<file path="config.mk">
export PLATFORM = sky130hd
export DESIGN_NAME = apuracao_votos
export DESIGN_NICKNAME = d
export VERILOG_FILES = /design/src/rtl/urna_pkg.sv /design/src/rtl/bcd_contador2.sv /design/src/rtl/apuracao_votos.sv
export SDC_FILE = /design/constraint.sdc
export NUM_CORES = 1
export LEC_CHECK = 0
export BUFFER_PORTS_ARGS = -buffer_cell sky130_fd_sc_hd__buf_2
export CAP_MARGIN = 15
export CELL_PAD_IN_SITES_DETAIL_PLACEMENT = 0
export CELL_PAD_IN_SITES_GLOBAL_PLACEMENT = 1
export CORE_ASPECT_RATIO = 0.75
export CORE_MARGIN = 2
export CORE_UTILIZATION = 47
export CTS_BUF_LIST = sky130_fd_sc_hd__clkbuf_4
export CTS_CLUSTER_DIAMETER = 150
export DETAILED_ROUTE_END_ITERATION = 12
export PLACE_DENSITY_LB_ADDON = 0.1
export SYNTH_ARGS = -nofsm -noshare
export SYNTH_HDL_FRONTEND = slang
export SYNTH_SLANG_ARGS = --single-unit
</file>
<file path="constraint.sdc">
create_clock -name clock -period 6.35 [get_ports clock]
set_input_delay 1.27 -clock clock [delete_from_list [all_inputs] [get_ports clock]]
set_output_delay 1.27 -clock clock [all_outputs]
set_load 0.02 [all_outputs]
</file>
<file path="src/rtl/urna_pkg.sv">
// Shared types and constants for the vote tally path.
package urna_pkg;

  typedef enum logic [2:0] {
    ST_IDLE,
    ST_DECODE,
    ST_UPDATE,
    ST_SCAN,
    ST_CLOSED
  } estado_t;

  typedef enum logic [2:0] {
    CL_CAND0,
    CL_CAND1,
    CL_CAND2,
    CL_CAND3,
    CL_NULO
  } classe_t;

  localparam int          NUM_CAND     = 4;
  localparam logic [7:0]  CAND0_DEF    = 8'h10;
  localparam logic [7:0]  CAND1_DEF    = 8'h13;
  localparam logic [7:0]  CAND2_DEF    = 8'h17;
  localparam logic [7:0]  CAND3_DEF    = 8'h51;
  localparam logic [7:0]  BCD_MAX      = 8'h99;
  localparam logic [3:0]  SEM_VENC     = 4'hF;

  // One BCD step on a two-digit value; callers never pass 99.
  function automatic logic [7:0] bcd_inc(input logic [7:0] v);
    if (v[3:0] == 4'd9) bcd_inc = {v[7:4] + 4'd1, 4'd0};
    else                bcd_inc = {v[7:4], v[3:0] + 4'd1};
  endfunction

endpackage

</file>
<file path="src/rtl/bcd_contador2.sv">
// Two-digit BCD counter with synchronous clear and increment enable.
module bcd_contador2
  import urna_pkg::*;
(
  input  logic       clock,
  input  logic       reset,
  input  logic       clr_i,
  input  logic       inc_i,
  output logic [7:0] cnt_o
);

  logic [7:0] cnt_q, cnt_d;

  // Clear wins over increment so an abandoned vote never lands.
  always_comb begin
    cnt_d = cnt_q;
    if (clr_i)      cnt_d = 8'h00;
    else if (inc_i) cnt_d = bcd_inc(cnt_q);
  end

  // Count register, synchronous active-low reset.
  always_ff @(posedge clock) begin
    if (!reset) cnt_q <= 8'h00;
    else        cnt_q <= cnt_d;
  end

  assign cnt_o = cnt_q;

endmodule

</file>
<file path="src/rtl/apuracao_votos.sv">
// Vote tally: decode one vote, bump BCD counters, rescan for the winner.
module apuracao_votos
  import urna_pkg::*;
#(
  parameter logic [7:0] CAND0_CODE = CAND0_DEF,
  parameter logic [7:0] CAND1_CODE = CAND1_DEF,
  parameter logic [7:0] CAND2_CODE = CAND2_DEF,
  parameter logic [7:0] CAND3_CODE = CAND3_DEF
) (
  input  logic        clock,
  input  logic        reset,
  input  logic        vote_valid,
  output logic        vote_ready,
  input  logic [3:0]  dig1,
  input  logic [3:0]  dig2,
  input  logic        finalizar,
  input  logic        clear,
  output logic [31:0] cand_bcd,
  output logic [7:0]  nulo_bcd,
  output logic [7:0]  total_bcd,
  output logic [3:0]  venc_d1,
  output logic [3:0]  venc_d2,
  output logic        venc_valid,
  output logic        empate,
  output logic        fechado,
  output logic        saturado
);

  localparam logic [NUM_CAND-1:0][7:0] CODES = {CAND3_CODE, CAND2_CODE, CAND1_CODE, CAND0_CODE};

  estado_t state_q, state_d;
  logic    vote_ready_q, vote_ready_d;
  logic    fechado_q, fechado_d;

  logic [7:0]  dig_q;
  classe_t     class_q, class_d;
  logic [1:0]  scan_idx_q;
  logic [7:0]  max_q, max_d;
  logic [1:0]  midx_q, midx_d;
  logic        tie_q, tie_d;
  logic [3:0]  venc_d1_q, venc_d1_d, venc_d2_q, venc_d2_d;
  logic        venc_valid_q, venc_valid_d, empate_q, empate_d;
  logic        saturado_q, saturado_d;

  logic [NUM_CAND-1:0][7:0] cand_cnt;
  logic [NUM_CAND-1:0]      inc_cand;
  logic [7:0]               nulo_cnt, total_cnt;
  logic                     inc_nulo, sat, upd, scan_last;
  logic [7:0]               cur;

  assign sat       = (total_cnt == BCD_MAX);
  assign upd       = (state_q == ST_UPDATE) && !sat;
  assign scan_last = (state_q == ST_SCAN) && (scan_idx_q == 2'd3);

  // State register; ready/closed flags registered from next state.
  always_ff @(posedge clock) begin
    if (!reset) begin
      state_q      <= ST_IDLE;
      vote_ready_q <= 1'b1;
      fechado_q    <= 1'b0;
    end else begin
      state_q      <= state_d;
      vote_ready_q <= vote_ready_d;
      fechado_q    <= fechado_d;
    end
  end

  // Next state; clear overrides everything, a vote beats finalizar.
  always_comb begin
    state_d = state_q;
    if (clear) state_d = ST_IDLE;
    else begin
      case (state_q)
        ST_IDLE:   if (vote_valid) state_d = ST_DECODE;
                   else if (finalizar) state_d = ST_CLOSED;
        ST_DECODE: state_d = ST_UPDATE;
        ST_UPDATE: state_d = ST_SCAN;
        ST_SCAN:   if (scan_idx_q == 2'd3) state_d = ST_IDLE;
        ST_CLOSED: state_d = ST_CLOSED;
        default:   state_d = ST_IDLE;
      endcase
    end
  end

  // Output flags derived from the state being entered.
  always_comb begin
    vote_ready_d = (state_d == ST_IDLE);
    fechado_d    = (state_d == ST_CLOSED);
  end

  // Classify latched digits; anything not a known code is null.
  always_comb begin
    class_d = CL_NULO;
    if (dig_q[7:4] <= 4'd9 && dig_q[3:0] <= 4'd9) begin
      if      (dig_q == CODES[0]) class_d = CL_CAND0;
      else if (dig_q == CODES[1]) class_d = CL_CAND1;
      else if (dig_q == CODES[2]) class_d = CL_CAND2;
      else if (dig_q == CODES[3]) class_d = CL_CAND3;
    end
  end

  // Route the single increment; saturation gates all of them via upd.
  always_comb begin
    inc_cand = '0;
    inc_nulo = 1'b0;
    if (upd) begin
      case (class_q)
        CL_CAND0: inc_cand[0] = 1'b1;
        CL_CAND1: inc_cand[1] = 1'b1;
        CL_CAND2: inc_cand[2] = 1'b1;
        CL_CAND3: inc_cand[3] = 1'b1;
        default:  inc_nulo    = 1'b1;
      endcase
    end
  end

  // Running max over one candidate per cycle; BCD compares as binary.
  always_comb begin
    cur    = cand_cnt[scan_idx_q];
    max_d  = max_q;
    midx_d = midx_q;
    tie_d  = tie_q;
    if (scan_idx_q == 2'd0) begin
      max_d  = cur;
      midx_d = 2'd0;
      tie_d  = 1'b0;
    end else if (cur > max_q) begin
      max_d  = cur;
      midx_d = scan_idx_q;
      tie_d  = 1'b0;
    end else if (cur == max_q && cur != 8'h00) begin
      tie_d  = 1'b1;
    end
  end

  // Winner / saturation next values; held outside the last scan cycle.
  always_comb begin
    venc_d1_d    = venc_d1_q;
    venc_d2_d    = venc_d2_q;
    venc_valid_d = venc_valid_q;
    empate_d     = empate_q;
    saturado_d   = saturado_q;
    if (clear) begin
      venc_d1_d    = SEM_VENC;
      venc_d2_d    = SEM_VENC;
      venc_valid_d = 1'b0;
      empate_d     = 1'b0;
      saturado_d   = 1'b0;
    end else begin
      if (state_q == ST_UPDATE && sat) saturado_d = 1'b1;
      if (scan_last) begin
        venc_valid_d = (max_d != 8'h00) && !tie_d;
        empate_d     = (max_d != 8'h00) && tie_d;
        venc_d1_d    = venc_valid_d ? CODES[midx_d][7:4] : SEM_VENC;
        venc_d2_d    = venc_valid_d ? CODES[midx_d][3:0] : SEM_VENC;
      end
    end
  end

  // Datapath registers.
  always_ff @(posedge clock) begin
    if (!reset) begin
      dig_q        <= 8'h00;
      class_q      <= CL_NULO;
      scan_idx_q   <= 2'd0;
      max_q        <= 8'h00;
      midx_q       <= 2'd0;
      tie_q        <= 1'b0;
      venc_d1_q    <= SEM_VENC;
      venc_d2_q    <= SEM_VENC;
      venc_valid_q <= 1'b0;
      empate_q     <= 1'b0;
      saturado_q   <= 1'b0;
    end else begin
      if (state_q == ST_IDLE && vote_valid) dig_q <= {dig1, dig2};
      class_q      <= class_d;
      scan_idx_q   <= (state_q == ST_SCAN) ? scan_idx_q + 2'd1 : 2'd0;
      max_q        <= max_d;
      midx_q       <= midx_d;
      tie_q        <= tie_d;
      venc_d1_q    <= venc_d1_d;
      venc_d2_q    <= venc_d2_d;
      venc_valid_q <= venc_valid_d;
      empate_q     <= empate_d;
      saturado_q   <= saturado_d;
    end
  end

  for (genvar k = 0; k < NUM_CAND; k++) begin : g_cand
    bcd_contador2 u_cnt (
      .clock (clock),
      .reset (reset),
      .clr_i (clear),
      .inc_i (inc_cand[k]),
      .cnt_o (cand_cnt[k])
    );
  end

  bcd_contador2 u_nulo (
    .clock (clock),
    .reset (reset),
    .clr_i (clear),
    .inc_i (inc_nulo),
    .cnt_o (nulo_cnt)
  );

  bcd_contador2 u_total (
    .clock (clock),
    .reset (reset),
    .clr_i (clear),
    .inc_i (upd),
    .cnt_o (total_cnt)
  );

  assign vote_ready = vote_ready_q;
  assign fechado    = fechado_q;
  assign cand_bcd   = cand_cnt;
  assign nulo_bcd   = nulo_cnt;
  assign total_bcd  = total_cnt;
  assign venc_d1    = venc_d1_q;
  assign venc_d2    = venc_d2_q;
  assign venc_valid = venc_valid_q;
  assign empate     = empate_q;
  assign saturado   = saturado_q;

endmodule
</file>
# Word level (Yosys, flattened, before mapping)
# Index checks and enable logic that the tools add are counted.
# op_classes
add_sub_neg,13
order_cmp,5
n_eq_ne,21
mux,35
bitwise,2
reduce_logical,28
# op_table
op,n
4-bit by 1-bit adder with 4-bit output (second input constant),12
4-bit 2-to-1 mux,9
8-bit binary-select mux with 2-bit select,2
8-bit 2-to-1 mux,4
4-bit equality test (second input constant),6
8-bit by 5-bit equality test with 1-bit output (second input constant),3
3-bit 2-to-1 mux,8
2-bit AND reduction,8
8-bit nonzero test,2
3-bit one-hot mux with 5 select lines,1
3-bit by 2-bit equality test with 1-bit output (second input constant),4
3-bit logical NOT,3
1-bit 2-to-1 mux,9
8-bit by 7-bit equality test with 1-bit output (second input constant),1
8-bit equality test,1
8-bit equality test (second input constant),1
8-bit > comparator,1
4-bit less-or-equal comparator (second input constant),2
1-bit logical AND,8
4-bit OR reduction,2
3-bit by 1-bit equality test with 1-bit output (second input constant),2
3-bit equality test (second input constant),2
2-bit by 3-bit < comparator with 1-bit output (second input constant),2
2-bit 2-to-1 mux,2
7 further kinds,9
# word_totals
regBits,88
in_bits,13
out_inout_bits,61
wordCells,132

# Longest topological paths before layout
# Gate-level depths: netlist of run 1.
# logic_depth
word_depth,10
depth_mapped,13

# By module
# Synthesis of run 1 repeated with hierarchy kept, for this count alone.
# hier_totals
hier_cells,471
hier_area_um2,4339.2
# by_module_without_submodules
mod,n_inst,cells_each,area_per_inst_um2,seq_area_each_um2
bcd_contador2,6,42,386.6,160.2
apuracao_votos,1,219,2019.4,740.7

# Least setup slack after synthesis of run 1
# OpenSTA, ideal clock, no wires.
# synth_path
path_kind,flip-flop to flip-flop
start,reg scan_idx_q[1]
end,reg venc_d1_q[2] (netlist: venc_d1[2])
arrival_ps,2931
required_time_ps,6233
slack_ps,3303
path_stages_with_launch,11
n_path_buf,2
synth_period_minus_slack_ps,3047
cell_sequence,dfxtp_1 > buf_6 > mux4_2 > ha_1 > nor2b_1 > o211ai_1 > a211oi_1 > o32ai_1 > or4_1 > clkbuf_1 > o22a_1
# synth_via
elab_chain_len,10
word_cells_on_any_way,22
cone_classes,1 x order compare; 2 x eq/ne; 12 x mux; 7 x reduce/logical
# synth_lines
item,line_no,text
start: declaration,apuracao_votos.sv:37,logic [1:0] scan_idx_q;
start signal: assignment,apuracao_votos.sv:177,scan_idx_q <= (state_q == ST_SCAN) ? scan_idx_q + 2'd1 : 2'd0;
branches (longest 10 deep; another with 8-bit > comparator),-,
end signal: assignment,apuracao_votos.sv:181,venc_d1_q <= venc_d1_d;
end: declaration,apuracao_votos.sv:41,"logic [3:0] venc_d1_q, venc_d1_d, venc_d2_q, venc_d2_d;"
# Several ways; the timed one is not identified. The select of a mux whose other input is x is not followed.
# A chain may end at the register's enable or synchronous reset.

# Worst setup path in the final report of run 1
# layout_path
start,reg scan_idx_q[1]
end,reg venc_d2_q[2] (netlist: venc_d2[2])
# layout_via
elab_chain_len,10
word_cells_on_any_way,22
cone_classes,1 x order compare; 2 x eq/ne; 12 x mux; 7 x reduce/logical
# layout_lines
item,line_no,text
branches (longest 10 deep; another with 8-bit > comparator),-,
end signal: assignment,apuracao_votos.sv:182,venc_d2_q <= venc_d2_d;
end: declaration,apuracao_votos.sv:41,
# Several ways; the timed one is not identified. The select of a mux whose other input is x is not followed.

==> key figures, run 1 <==
Outcome
  • Status: finished clean

Routing
  • Final Routed Wirelength: between 8000 and 9000 um
  • DRT iter0 DRCs: between 150 and 200
  • TritonRoute pass-1 iters: 4
  • Post-route antenna net violation count: 0
  • Remaining DRCs: 0
  • Wire per inst: around 14 um
  • Post-DR vias/cell: 5.28
  • Via count: 3280

Floorplan
  • Die Y: 84.6 um
  • Die Span X: 112 um
  • Initial Util: 48.2%
  • Placeable Area: 0.00845 mm^2
  • Row cnt: 29
  • Ports: 74
  • Die area: 0.00944 mm^2

Yosys
  • Sequential cell area fraction in the yosys report: a little over two fifths
  • Most common library cells after synthesis: 85 x dfxtp_1, 53 x nor2_1, 35 x nand2_1
  • Unique masters post-synth: 46
  • Mapped Nets: around 480
  • Synth Area per Inst: 9.22 um^2
  • Count leader, synth: dfxtp_1
  • Cell taking the most area after synthesis: dfxtp_1
  • Top post-synthesis cells by area: dfxtp_1 42%, ha_1 6.1%, nor2_1 4.9%, xor2_1 4.7%, mux4_2 4.4%
  • Warnings, synthesis: 0
  • Number of flops mapped to enable cells by yosys: 0
  • Top_reg_cell synth: dfxtp_1
  • Syn Inst Count: ~440
  • Asr flop ratio synth: 0%
  • Synth Register Bits: 85
  • Synthesized area: 0.00407 mm^2
  • Area share of the largest cell type after synthesis: between 40% and 50%

Timing
  • Setup Total Neg Slack: 0 ns
  • Final Setup Violations: 0
  • Max-slew violation count: 0
  • Clock Skew: approximately 0.016 ns
  • F_max: 0.281 GHz
  • WHS: 0.456 ns
  • Final period util: a little under three fifths
  • Final setup slack of the worst path: around 2.8 ns
  • Slew HR: around 43%
  • Worst-margin pin slew: about 0.85 ns
  • Final Hold Viols: 0
  • Unrepaired setup endpoints after global routing: false
  • Tmin final: about 3.6 ns

Clock tree
  • CTS buffer count: 9
  • CTS Root Cell: clkbuf_4
  • Clock buffer depth: 2
  • Hold buffer count at cts: 0
  • CTS H-tree depth: 3
  • # resized after CTS: 0
  • Number of post-CTS setup repair buffers: 0
  • CTS tree: built
  • Clock slew at reported path FFs: roughly 0.14 ns
  • Clock Sinks: 85
  • Worst skew pair latency: 0.44 ns

Pwr
  • Pleak: between 0.0015 and 0.002 uW
  • Max VDD drop: around 140 uV
  • PwrDens: around 200 mW/mm^2

Critical path
  • CP endpoint kind: flop
  • CP cell instances: mux4_2, ha_1, nor2b_1, o211ai_1, a211oi_1, o32ai_1, or4_1, o22a_1
  • Crit start category: flop
  • Max Fanout on Critical Path: 11
  • Worst EP required: between 6 and 7 ns
  • CP peak stage delay: ~0.70 ns
  • Crit path DAT: around 3.9 ns
  • Crit Path Class: flop to flop
  • CP max stage cell: dfxtp_1

Final layout
  • Share of post-route cells with drive strength above 1: between 15 and 20%
  • Cell Count, Final, Fillers Out: 621
  • Nets@finish: roughly 540
  • Ant. Diodes: 0
  • P&R area growth vs syn: 14.4%

Placement
  • Pre-CTS WS: 2.81 ns
  • GP Congestion: 0.797
  • Dpl cells: 604
  • Port buffer count: slightly above 70
  • Hpwl dp: about 6600 um

Global route
  • Met2 usage: 31.4%
  • Gr usage total: 19.5%
  • Total grt overflow: 0
  • M1 GR Usage: ~26%
  • Vias in the first global route: between 2000 and 3000
  • Met3 Use GR: 5.34%
  • Largest net degree at the start of global routing: 53
  • Grt peak-use layer: met2
  • Initial antenna violation count: 0
  • Wire length of the first global-routing pass: between 10000 and 15000 um

Min path
  • Worst min-delay path class: flop to flop

Flow run
  • Max Cap Violations: 0
stage by stage:
step,power [uW],utilization (%),instance area (um^2)
after floorplan,578,-,4070
after global placement,588,53.1,4490
after detailed placement,589,53.1,4490
after CTS,943,55.1,4650
after global routing,970,55.1,4660
final,930,55.1,4660
cell usage in the layout (no fill, tap or decap), types with 11 or more instances in the layout:
cell type / instances
nor2b_1: 23
a21oi_1: 19
mux2i_1: 15
nand4_1: 14
dfxtp_1: 85
nor3b_1: 15
inv_1: 15
nand2_1: 35
nor3_1: 11
buf_2: 73
ha_1: 20
nor2_1: 53
xor2_1: 22
area by class of cell:
class | count | area, um^2
flip-flops and latches | 85 | 1700
fillers | 837 | 3790
clock buffers | 9 | 67.6
clock inverters | 7 | 97.6
repair buffers | 76 | 388
well taps | 108 | 135
multi-input cells | 321 | 2210
inverters | 15 | 56.3
report_power, final:
| group | switching, uW | leakage (uW) | total, uW | internal, uW |
|---|---|---|---|---|
| clock | 192 | 0.0000825 | 353 | 161 |
| combinational | 20.6 | 0.00108 | 33.5 | 12.9 |
| sequential | 5.36 | 0.000687 | 544 | 538 |
worst max-delay path, delay by kind of cell (launching register included):
family / cells / cell delay, ns
and+or+nand+nor: 2 / 0.79
DFF: 1 / 0.70
muxes: 1 / 0.61
AOI/OAI and AO/OA: 4 / 1.03
adders and majority gates: 1 / 0.31
registers in the layout (all words and copies together) (netlist names), 2 cells and up:
name and count:
max_q 8, venc_d2 3, state_q 3, dig_q 8
midx_q 2, scan_idx_q 2, g_cand.u_cnt.cnt_o 32, class_q 3
u_nulo.cnt_o 8, venc_d1 2, u_total.cnt_o 8
logic make-up after synthesis:
group / Yosys count / share of synthesized area [%]
xor+xnor: 31 / 6.66
compound gates: 61 / 9.55
other cells: 1 / 0.0920
mux: 23 / 8.11
simple gates: 185 / 23.7
flops: 85 / 41.8
fa+ha+maj: 20 / 6.14
buf+inv: 36 / 3.96
per-layer routing:
metal	up-vias	wire (um)
met2	74	4100
li1	1683	-
met1	1514	4320
met4	0	112
met3	9	445
met5	-	0
path summary, 6_finish.rpt:
kind	from	to	slack (ns)	cells after the start
setup reg to reg	scan_idx_q[1]$_SDFF_PN0_	venc_d2[2]$_SDFFE_PP1P_	2.80	8
hold reg to reg	venc_valid$_SDFFE_PP0P_	venc_valid$_SDFFE_PP0P_	0.46	2
hold / removal	venc_valid$_SDFFE_PP0P_	venc_valid$_SDFFE_PP0P_	0.46	2
setup / recovery	scan_idx_q[1]$_SDFF_PN0_	venc_d2[2]$_SDFFE_PP1P_	2.80	8
No activity file was read; power rests on OpenSTA's default activity.
==> run 2, diff against run 1 <==
--- a/config.mk
+++ b/config.mk
@@ -11,7 +11,7 @@
 export CELL_PAD_IN_SITES_GLOBAL_PLACEMENT = 1
 export CORE_ASPECT_RATIO = 0.75
 export CORE_MARGIN = 2
-export CORE_UTILIZATION = 47
+export CORE_UTILIZATION = 44
 export CTS_BUF_LIST = sky130_fd_sc_hd__clkbuf_4
 export CTS_CLUSTER_DIAMETER = 150
 export DETAILED_ROUTE_END_ITERATION = 12
==> constraint.sdc (replaced) <==
create_clock -name clock -period 3.65 [get_ports clock]
set_input_delay 0.73 -clock clock [delete_from_list [all_inputs] [get_ports clock]]
set_output_delay 0.73 -clock clock [all_outputs]
set_load 0.02 [all_outputs]
==> key figures, run 2 (synthesis results as in run 1) <==
Outcome
  • Status: finished clean (unchanged)

Clock tree
  • # resized after CTS: 0 (unchanged)
  • Clock Sinks: 85 (unchanged)
  • Clock slew at reported path FFs: 0.12 ns (was 0.14 ns)
  • CTS H-tree depth: 3 (unchanged)
  • Clock buffer depth: 2 (unchanged)
  • CTS tree: built (unchanged)
  • Worst skew pair latency: 0.44 ns (about the same)
  • CTS buffer count: 9 (unchanged)
  • CTS Root Cell: clkbuf_4 (unchanged)
  • Hold buffer count at cts: 0 (unchanged)
  • Number of post-CTS setup repair buffers: 0 (unchanged)

Global route
  • Initial antenna violation count: 0 (unchanged)
  • Wire length of the first global-routing pass: 14600 um (about the same)
  • Total grt overflow: 0 (unchanged)
  • Vias in the first global route: 3009 (was 2972)
  • Largest net degree at the start of global routing: 52 (was 53)
  • Gr usage total: 18.7% (was 19.5%)

Placement
  • Port buffer count: 72 (unchanged)
  • GP Congestion: 0.805 (was 0.797)
  • Hpwl dp: 6460 um (was 6570 um)
  • Dpl cells: 614 (was 604)
  • Dpl cell area: 0.00454 mm^2 (was 0.00449 mm^2)

Final layout
  • Commonest non-fill, non-tap cells in the layout: 85 x dfxtp_1, 72 x buf_2, 53 x nor2_1 (was 85 x dfxtp_1, 73 x buf_2, 53 x nor2_1)
  • Post-route cell area: 0.00464 mm^2 (was 0.00466 mm^2)
  • P&R area growth vs syn: 14.0% (was 14.4%)
  • Largest register FFs: 32 (unchanged)
  • Share of post-route cells with drive strength above 1: 20.1% (was 19.7%)
  • Ant. Diodes: 0 (unchanged)
  • Cell Count, Final, Fillers Out: 629 (was 621)
  • Util after Layout: 51.5% (was 55.1%)
  • Nets@finish: 546 (was 541)
  • Leading cell type in the layout, fill and taps excluded: dfxtp_1 (unchanged)

Critical path
  • Crit Path Class: flop to flop (unchanged)
  • Cells on worst reg2reg path: 8 (unchanged)
  • CP max stage cell: or4_1 (was dfxtp_1)
  • Max Fanout on Critical Path: 7 (was 11)
  • Setup crit start: scan_idx_q[0]$_SDFF_PN0_ (was scan_idx_q[1]$_SDFF_PN0_)
  • CP cell instances: mux4_2, ha_1, nand4_1, nor2_1, a211oi_1, o32ai_1, or4_1, o22a_1 (was mux4_2, ha_1, nor2b_1, o211ai_1, a211oi_1, o32ai_1, or4_1, o22a_1)
  • CP peak stage delay: 0.67 ns (was 0.70 ns)
  • CP endpoint kind: flop (unchanged)
  • Crit start category: flop (unchanged)
  • Reg2Reg Launch Point: scan_idx_q[0]$_SDFF_PN0_ (was scan_idx_q[1]$_SDFF_PN0_)
  • Crit path DAT: 3.66 ns (was 3.89 ns)
  • Worst EP required: 3.99 ns (was 6.69 ns)

Min path
  • Worst Hold Launch: venc_valid$_SDFFE_PP0P_ (unchanged)
  • Worst min-delay path class: flop to flop (unchanged)
  • Hold Path Depth: 2 (unchanged)

Flow run
  • Max Cap Violations: 0 (unchanged)

Timing
  • Final Setup Violations: 0 (unchanged)
  • Clock Skew: 0.0173 ns (was 0.0161 ns)
  • Slew HR: 51.0% (was 43.0%)
  • Worst-margin pin slew: 0.733 ns (was 0.848 ns)
  • Tmin final: 3.32 ns (was 3.55 ns)
  • F_max: 0.301 GHz (was 0.281 GHz)
  • Unrepaired setup endpoints after global routing: false (unchanged)
  • Final period util: 90.9% (was 56.0%)
  • Max-slew violation count: 0 (unchanged)
  • Final Hold Viols: 0 (unchanged)
  • Setup Total Neg Slack: 0 ns (unchanged)

Routing
  • DRT iter0 DRCs: 162 (was 158)
  • Final Routed Wirelength: 8920 um (was 8980 um)
  • Via count: 3251 (was 3280)
  • Remaining DRCs: 0 (unchanged)
  • Post-route antenna net violation count: 0 (unchanged)
  • Wire per inst: 14.2 um (was 14.5 um)
  • TritonRoute pass-1 iters: 4 (unchanged)
  • Post-DR vias/cell: 5.17 (was 5.28)

Pwr
  • Max VDD drop: 176 uV (was 140 uV)
  • PwrDens: 315 mW/mm^2 (was 200 mW/mm^2)
  • Pleak: 0.00186 uW (was 0.00185 uW)

Floorplan
  • Ports: 74 (unchanged)
  • Die Span X: 115 um (was 112 um)
  • Initial Util: 45.2% (was 48.2%)
  • Die area: 0.0101 mm^2 (was 0.00944 mm^2)
  • Placeable Area: 0.00901 mm^2 (was 0.00845 mm^2)
  • Row cnt: 30 (was 29)
  • Die Y: 87.3 um (was 84.6 um)
==> run 2: changes by cell type in the layout (fill, tap and decap cells not counted) <==
cell        before  now
buf_4            3    9
clkbuf_4         9   12
bufinv_16        2    0
clkinvlp_4       2    0
buf_2           73   72
clkinv_1         0    1
clkinv_2         1    2
clkinv_4         1    0
inv_6            1    0
==> run 2: critical path: cells and delay by family, from the launching register on <==
family / cells / cell delay (ns)
multiplexers: 1 / 0.57
adder cells (fa/ha/maj): 1 / 0.32
AO/OA/AOI/OAI: 3 / 0.89
AND/OR/NAND/NOR: 3 / 0.88
flip-flops: 1 / 0.55
==> run 2: metrics by stage <==
stage / setup WS, ns / power (uW) / hold slack, ns
floorplan: 0.603 / 1010 / 0.431
global placement: 0.423 / 1020 / 0.436
detailed placement: 0.338 / 1030 / 0.435
CTS: 0.327 / 1480 / 0.452
global route: 0.0493 / 1530 / 0.475
finish: 0.333 / 1460 / 0.446
==> run 2: worst paths after layout <==
check | end | slack [ns]
min | venc_valid$_SDFFE_PP0P_ | 0.45
max reg2reg | venc_d2[2]$_SDFFE_PP1P_ | 0.33
min reg2reg | venc_valid$_SDFFE_PP0P_ | 0.45
max | venc_d2[2]$_SDFFE_PP1P_ | 0.33
==> run 2: metal layers <==
metal / track usage [%] / vias to the layer above / part of all wire, %
li1: - / 1686 / -
met1: 24.7 / 1499 / 50
met2: 29.4 / 54 / 44
met3: 5.22 / 12 / 4.0
met4: 6.79 / 0 / 1.8
met5: 0 / - / 0
==> run 2: where the power goes <==
group	leakage, uW	switching [uW]	internal, uW
clock network	0.0000646	303	156
registers	0.000687	9.14	936
logic	0.00110	35.2	22.9
total	0.00186	348	1110
==> run 2: cell type report <==
class | count | area (um^2)
clock buffers | 12 | 90.1
multi-input cells | 321 | 2210
well taps | 112 | 140
inverters | 15 | 56.3
flip-flops and latches | 85 | 1700
repair buffers | 81 | 428
clock inverters | 3 | 13.8
fillers | 894 | 4370
==> run 3, diff against run 2 <==
--- a/config.mk
+++ b/config.mk
@@ -11,10 +11,11 @@
 export CELL_PAD_IN_SITES_GLOBAL_PLACEMENT = 1
 export CORE_ASPECT_RATIO = 0.75
 export CORE_MARGIN = 2
-export CORE_UTILIZATION = 44
+export CORE_UTILIZATION = 30
 export CTS_BUF_LIST = sky130_fd_sc_hd__clkbuf_4
 export CTS_CLUSTER_DIAMETER = 150
 export DETAILED_ROUTE_END_ITERATION = 12
+export MAX_ROUTING_LAYER = met4
 export PLACE_DENSITY_LB_ADDON = 0.1
 export SYNTH_ARGS = -nofsm -noshare
 export SYNTH_HDL_FRONTEND = slang
==> key figures, run 3 (synthesis results as in run 1) <==
Outcome
  • Status: finished clean (unchanged)

Final layout
  • Ant. Diodes: 0 (unchanged)
  • Share of post-route cells with drive strength above 1: 20.5% (was 20.1%)
  • Leading cell type in the layout, fill and taps excluded: dfxtp_1 (unchanged)
  • P&R area growth vs syn: 16.6% (was 14.0%)
  • Nets@finish: 546 (unchanged)
  • Largest register FFs: 32 (unchanged)
  • Util after Layout: 36.2% (was 51.5%)
  • Commonest non-fill, non-tap cells in the layout: 85 x dfxtp_1, 72 x buf_2, 53 x nor2_1 (unchanged)
  • Post-route cell area: 0.00475 mm^2 (was 0.00464 mm^2)
  • Fillcell total: 1385 (was 894)

Critical path
  • Reg2Reg Launch Point: scan_idx_q[0]$_SDFF_PN0_ (unchanged)
  • CP bufs+invs: 0 (unchanged)
  • CP peak stage delay: 0.63 ns (was 0.67 ns)
  • CP cell instances: mux4_2, ha_1, nand4_1, nor2_1, a21oi_1, o31a_1, or4_1, o22a_1 (was mux4_2, ha_1, nand4_1, nor2_1, a211oi_1, o32ai_1, or4_1, o22a_1)
  • CP endpoint kind: flop (unchanged)
  • Crit start category: flop (unchanged)
  • Max Fanout on Critical Path: 9 (was 7)
  • Cell family with most CP delay: simple AND/OR/NAND/NOR gates (was compound AO/OA/AOI/OAI gates)
  • CP max stage cell: or4_1 (unchanged)
  • Worst EP required: 3.97 ns (was 3.99 ns)
  • Setup crit start: scan_idx_q[0]$_SDFF_PN0_ (unchanged)
  • Crit path DAT: 3.65 ns (was 3.66 ns)
  • Crit Path Class: flop to flop (unchanged)

Placement
  • Port buffer count: 72 (unchanged)
  • Hpwl dp: 7210 um (was 6460 um)
  • Dpl cell area: 0.00461 mm^2 (was 0.00454 mm^2)
  • GP Congestion: 0.737 (was 0.805)

Timing
  • Unrepaired setup endpoints after global routing: false (unchanged)
  • Final Hold Viols: 0 (unchanged)
  • F_max: 0.299 GHz (was 0.301 GHz)
  • Max-slew violation count: 0 (unchanged)
  • Final Setup Violations: 0 (unchanged)
  • Setup Total Neg Slack: 0 ns (unchanged)
  • Slew HR: 49.5% (was 51.0%)
  • WHS: 0.451 ns (was 0.446 ns)
  • Final period util: 91.5% (was 90.9%)
  • Clock Skew: 0.0176 ns (was 0.0173 ns)
  • Tmin final: 3.34 ns (was 3.32 ns)
  • Worst-margin pin slew: 0.756 ns (was 0.733 ns)

Clock tree
  • Number of post-CTS setup repair buffers: 0 (unchanged)
  • CTS tree: built (unchanged)
  • Worst skew pair latency: 0.43 ns (was 0.44 ns)
  • Clock buffer depth: 2 (unchanged)
  • Clock Sinks: 85 (unchanged)
  • CTS Root Cell: clkbuf_4 (unchanged)
  • CTS buffer count: 9 (unchanged)
  • CTS H-tree depth: 3 (unchanged)
  • Clock slew at reported path FFs: 0.13 ns (was 0.12 ns)
  • Hold buffer count at cts: 0 (unchanged)
  • # resized after CTS: 0 (unchanged)

Flow run
  • Max Cap Violations: 0 (unchanged)

Routing
  • Via count: 3305 (was 3251)
  • Final Routed Wirelength: 9820 um (was 8920 um)
  • Top sig layer: met4 (unchanged)
  • Post-DR vias/cell: 4.80 (was 5.17)
  • WL met2: 4460 um (was 3960 um)
  • Met3 wire length: 382 um (was 357 um)
  • Wire per inst: 14.3 um (was 14.2 um)
  • DRT met1 WL: 4870 um (was 4430 um)
  • Remaining DRCs: 0 (unchanged)
  • Post-route antenna net violation count: 0 (unchanged)
  • TritonRoute pass-1 iters: 4 (unchanged)
  • DRT iter0 DRCs: 172 (was 162)

Global route
  • Wire length of the first global-routing pass: 16200 um (was 14600 um)
  • Vias in the first global route: 3190 (was 3009)
  • Initial antenna violation count: 0 (unchanged)
  • Largest net degree at the start of global routing: 52 (unchanged)
  • Gr usage total: 14.2% (was 18.7%)
  • Total grt overflow: 0 (unchanged)

Min path
  • Worst min-delay path class: flop to flop (unchanged)
  • Worst Hold Launch: venc_valid$_SDFFE_PP0P_ (unchanged)

Floorplan
  • Placeable Area: 0.0131 mm^2 (was 0.00901 mm^2)
  • Row cnt: 36 (was 30)
  • Die Span X: 139 um (was 115 um)
  • Ports: 74 (unchanged)
  • Die area: 0.0145 mm^2 (was 0.0101 mm^2)
  • Die Y: 105 um (was 87.3 um)
  • Initial Util: 31.1% (was 45.2%)

Pwr
  • Pleak: 0.00186 uW (about the same)
  • PwrDens: 325 mW/mm^2 (was 315 mW/mm^2)
  • Max VDD drop: 186 uV (was 176 uV)
run 3: changes by cell type in the layout (fill, tap and decap cells not counted), sizes merged:
cell	change
clkbuf	-1
clkinv	-2
clkinvlp	+2
bufinv	+1
run 3: routing by layer:
| layer | global-route usage (%) | up-vias |
|---|---|---|
| li1 | - | 1683 |
| met1 | 18.3 | 1564 |
| met5 | - | - |
| met3 | 4.03 | 11 |
| met2 | 22.0 | 47 |
| met4 | 3.72 | 0 |
run 3: tightest hold or removal path: cells and delay by family, from the launching register on:
kind / cells / cell delay (ns)
flip-flops: 1 / 0.33
AND/OR/NAND/NOR: 2 / 0.09
run 3: power breakdown:
| part | total (uW) | internal [uW] | switching (uW) |
|---|---|---|---|
| clock network | 540 | 220 | 320 |
| logic | 59.6 | 23.0 | 36.6 |
| registers | 946 | 936 | 9.38 |
| total | 1550 | 1180 | 366 |
run 3: per-stage QoR:
stage | total power [uW] | setup slack, ns | instances
2_1_floorplan | 1010 | 0.603 | 442
3_3_place_gp | 1030 | 0.261 | 673
3_5_place_dp | 1030 | 0.162 | 673
4_1_cts | 1580 | 0.147 | 688
5_1_grt | 1630 | 0.0539 | 688
6_report | 1550 | 0.311 | 688
run 3: cell type report:
| class | count | area (um^2) | share of cell area [%] |
|---|---|---|---|
| clock buffers | 11 | 82.6 | 1.74 |
| clock inverters | 4 | 50.0 | 1.05 |
| inverters | 15 | 56.3 | 1.19 |
| multi-input cells | 321 | 2220 | 46.7 |
| flip-flops and latches | 85 | 1700 | 35.8 |
| well taps | 171 | 214 | 4.50 |
| repair buffers | 81 | 428 | 9.01 |
run 3: final timing paths:
kind,slack [ns],cells after the start,endpoint
worst min register to register,0.45,2,venc_valid$_SDFFE_PP0P_
worst max-delay path,0.31,8,venc_d2[2]$_SDFFE_PP1P_
worst max register to register,0.31,8,venc_d2[2]$_SDFFE_PP1P_
worst min-delay path,0.45,2,venc_valid$_SDFFE_PP0P_
